==> src/rtl/regfile_alu.sv <==
// Execute stage: 32-entry register file, add/sub ALU and retired-write counter.
// Define REGFILE_DEBUG_PORT_EN to add a third read port (dbg_addr/dbg_data).
module regfile_alu #(
  parameter int DATA_WIDTH = 32,
  parameter int ADDR_BITS  = 5
) (
  input  logic                  clk,
  input  logic                  rst,
  input  logic [DATA_WIDTH-1:0] instr,
  input  logic [DATA_WIDTH-1:0] ImmOp,
  input  logic                  RegWrite,
  input  logic                  ALUsrc,
  input  logic                  ALUctrl,
`ifdef REGFILE_DEBUG_PORT_EN
  input  logic [ADDR_BITS-1:0]  dbg_addr,
  output logic [DATA_WIDTH-1:0] dbg_data,
`endif
  output logic                  EQ,
  output logic [DATA_WIDTH-1:0] ALUout,
  output logic [DATA_WIDTH-1:0] a0,
  output logic [31:0]           wr_count
);

  localparam int NREG = 2 ** ADDR_BITS;

  logic [DATA_WIDTH-1:0] regs_q [NREG];
  logic [31:0]           wr_count_q;
  logic [31:0]           wr_count_d;

  logic [ADDR_BITS-1:0]  rs1;
  logic [ADDR_BITS-1:0]  rs2;
  logic [ADDR_BITS-1:0]  rd;
  logic [DATA_WIDTH-1:0] rd1;
  logic [DATA_WIDTH-1:0] rd2;
  logic [DATA_WIDTH-1:0] op_b;
  logic                  we;
  logic                  unused_instr;

  assign rs1 = instr[15 +: ADDR_BITS];
  assign rs2 = instr[20 +: ADDR_BITS];
  assign rd  = instr[7 +: ADDR_BITS];

  // Opcode/funct bits are decoded upstream; only register fields matter here.
  assign unused_instr = ^{instr[31:25], instr[14:12], instr[6:0]};

  assign rd1 = (rs1 == '0) ? '0 : regs_q[rs1];
  assign rd2 = (rs2 == '0) ? '0 : regs_q[rs2];

  assign op_b   = ALUsrc ? ImmOp : rd2;
  assign ALUout = ALUctrl ? (rd1 - op_b) : (rd1 + op_b);
  assign EQ     = (rd1 == rd2);

  assign we         = RegWrite && (rd != '0);
  assign wr_count_d = wr_count_q + 32'd1;

  always_ff @(posedge clk) begin
    if (!rst) begin
      for (int i = 0; i < NREG; i++) begin
        regs_q[i] <= '0;
      end
      wr_count_q <= '0;
    end else if (we) begin
      regs_q[rd] <= ALUout;
      wr_count_q <= wr_count_d;
    end
  end

  assign a0       = regs_q[10];
  assign wr_count = wr_count_q;

`ifdef REGFILE_DEBUG_PORT_EN
  assign dbg_data = (dbg_addr == '0) ? '0 : regs_q[dbg_addr];
`endif

endmodule

==> config.mk <==
export PLATFORM = sky130hd
export DESIGN_NAME = regfile_alu
export DESIGN_NICKNAME = d
export VERILOG_FILES = /design/src/rtl/regfile_alu.sv
export SDC_FILE = /design/constraint.sdc
export NUM_CORES = 2
export LEC_CHECK = 0
export CAP_MARGIN = 10
export CORE_MARGIN = 2
export CORE_UTILIZATION = 45
export DETAILED_ROUTE_END_ITERATION = 10
export PLACE_DENSITY = 0.69
export SYNTH_ARGS = -nofsm -noshare
export SYNTH_HDL_FRONTEND = slang
export SYNTH_SLANG_ARGS = --single-unit
==> constraint.sdc <==
create_clock -name clk -period 12.47 [get_ports clk]
set_clock_uncertainty 0.1 [all_clocks]
set_input_delay 1.8705 -clock clk [delete_from_list [all_inputs] [get_ports clk]]
set_output_delay 1.8705 -clock clk [all_outputs]
set_load 0.01 [all_outputs]
==> results.tsv <==
metric	value	unit
TritonCTS clock tree	built	
RSZ-0062 raised after global routing	no	
Routed Antenna Nets	0	
die span in x	360	µm
Most Used Layer, Global Route	met2	
I/O pins	166	
clock sink count	1056	
H-tree lvl count	3	
synth top area cells	edfxtp_1, mux4_2, nor2_1, mux2i_1, clkbuf_1	
WL per Instance	34.4	µm
chip height	360	µm
crit path max fanout	65	
total track usage	31.3	%
Mapped Avg Cell Area	13.7	µm²
RD Place Congestion	0.988	
met3 usage	9.31	%
top_reg_cell synth	edfxtp_1	
fmax	0.0874	GHz
leakage power	23.6	nW
hold buffer count at CTS	0	
Synth Cell Area	0.0570	mm²
initial antenna violation count	6	
Crit Path Class	in2out	
WL final	205000	µm
VDD IR max	0.000116	V
first-pass GRT wire length	289000	µm
Worst Path Buf+Inv	4	
post_cts resized	0	
Area Growth Syn to Fin	12.2	%
Worst slew margin	21.0	%
Fin. Hold Viols	0	
Post-CTS Setup Inserts	0	
area leader, netlist	edfxtp_1	
Clock Latency Late Sink	0.73	ns
number of buffers created by CTS	113	
Max Cap Viol	0	
GRT overflow	0	
grt met1 use	41.1	%
Crit-path slowest cell	nor4bb_1	
vias	40700	
top cell type's share of synthesized area	54.0	%
post-DR vias/cell	6.83	
Power Total	9.79	mW
Worst Max-Slew Pin Slew	1.17	ns
CP peak stage delay	0.66	ns
port buffer count	148	
flop-to-flop setup slack	5.03	ns
fin nets	4328	
clk buf depth	3	
pwr dens	153	mW/mm²
Synth async-reset ratio	0	%
most numerous cell on the critical path	and3_1	
EDFF count, synth	1024	
Starting DRT DRC Count	6700	
Std-Cell Rows	130	
Worst-path clk slew	0.06	ns
detailed placement HPWL	124000	µm
Final TNS setup	0	ns
delay-heaviest family, CP	simple AND/OR/NAND/NOR gates	
Finish-stage setup viols	0	
Synth Instances	4165	
most frequent cells after synthesis	nor2_1, edfxtp_1, mux4_2	
Yosys reg bits	1056	
most frequent cell after synthesis	nor2_1	
yosys warns	0	
post-route minimum period	11.44	ns
CP Data Required Time	10.50	ns
drt pass-1 iters	6	
die area	0.129	mm²
Data arrival, critical path	9.47	ns
Starting Density	45.4	%
share of layout cells above drive strength 1	22.3	%
worst hold-check path type	reg2reg	
sequential fraction of the synthesis area	55.1	%
area of the core	0.126	mm²
Unique masters post-synth	87	
M2 GR Usage	47.5	%
period utilization	91.7	%
Worst Setup End Kind	primary output	
largest net degree at the start of global routing	106	
Critical Path, Cell by Cell	buf_8 -> buf_4 -> nand3b_1 -> o221ai_1 -> a221oi_1 -> a2111o_1 -> nor2_1 -> nor4bb_1 -> and3_1 -> and2_1 -> and3_1 -> a41oi_1 -> xor2_1 -> ha_1 -> a21o_1 -> or3_1 -> a31oi_1 -> o41ai_1 -> a21oi_1 -> xor2_2 -> inv_1 -> clkdlybuf4s50_1	
vias in the first global route	39900	
max-slew violations	0	
critical path startpoint category	input port	
outcome	complete, no violations	
# DRC	0	
CTS root buf	clkbuf_16	
[layout make-up]
type | count | area, µm²
Antenna cell | 1 | 2.50
Clock buffer | 142 | 3040
Clock inverter | 64 | 524
Fill cell | 10600 | 61600
Inverter | 60 | 226
Multi-Input combinational cell | 2692 | 24000
Sequential cell | 1056 | 31400
Tap cell | 1650 | 2060
Timing Repair Buffer | 302 | 2690
[sequential cells by signal, summed over array words and instances (netlist names)]
register and flops:
regs_q 1024, wr_count 32
[layer usage]
metal	routed length, µm	part of all wire [%]
met1	70400	34
met2	91500	45
met3	31800	15
met4	11300	5.5
met5	84	0.041
[worst paths after layout]
path / from / end / depth (start not counted)
max: instr[20] / ALUout[29] / 22
min: wr_count[27]$_SDFFE_PN0P_ / wr_count[27]$_SDFFE_PN0P_ / 2
max reg2reg: regs_q[19][0]$_SDFFCE_PN0P_ / regs_q[1][31]$_SDFFCE_PN0P_ / 21
min reg2reg: wr_count[27]$_SDFFE_PN0P_ / wr_count[27]$_SDFFE_PN0P_ / 2
[worst reg2reg max path, delay by kind of cell (launching register included)]
family,cells,cell delay (ns)
multiplexers,2,0.98
buffers and inverters,3,0.80
AND/OR/NAND/NOR,6,2.23
flip-flops,1,0.41
XOR/XNOR,2,0.58
adder cells (fa/ha/maj),2,0.56
AO/OA/AOI/OAI,6,1.51
[logic make-up after synthesis]
group	count (synthesis)	share of synthesized area [%]
other	1	0.00658
adders and majority gates	34	0.760
buffers and inverters	448	3.78
xor gates and xnor gates	114	1.79
muxes	707	23.7
AOI/OAI and AO/OA	346	4.21
and+or+nand+nor	1459	10.6
DFF	1056	55.1
[stage by stage]
stage / setup slack (ns) / hold slack [ns] / instance area (µm²) / std cells / util, %
final: 1.03 / 0.395 / 63900 / 5967 / 50.9
after detailed placement: 1.27 / 0.392 / 60400 / 5760 / 48.1
after floorplan: 3.13 / 0.402 / 57100 / 4196 / -
after CTS: 1.23 / 0.401 / 63900 / 5966 / 50.9
after global placement: 1.34 / 0.369 / 60400 / 5760 / 48.1
after global routing: 0.873 / 0.431 / 63900 / 5967 / 50.9
[cells in the final DEF, fill, tap and decap left out, drive strengths merged, types with 71 or more instances in the layout]
master	instances
clkdlybuf4s50	135
mux4	507
buf	167
a22oi	71
nor2	1116
clkbuf	142
nand2	148
edfxtp	1024
a21oi	84
mux2i	191
[power by group]
part           switching [mW]  leakage, nW  internal (mW)
Combinational            1.62         11.1          0.754
Clock                    1.43         1.72           1.88
Sequential             0.0741         10.8           4.03
Total                    3.13         23.6           6.67
Power figures use the tool's default switching activity.
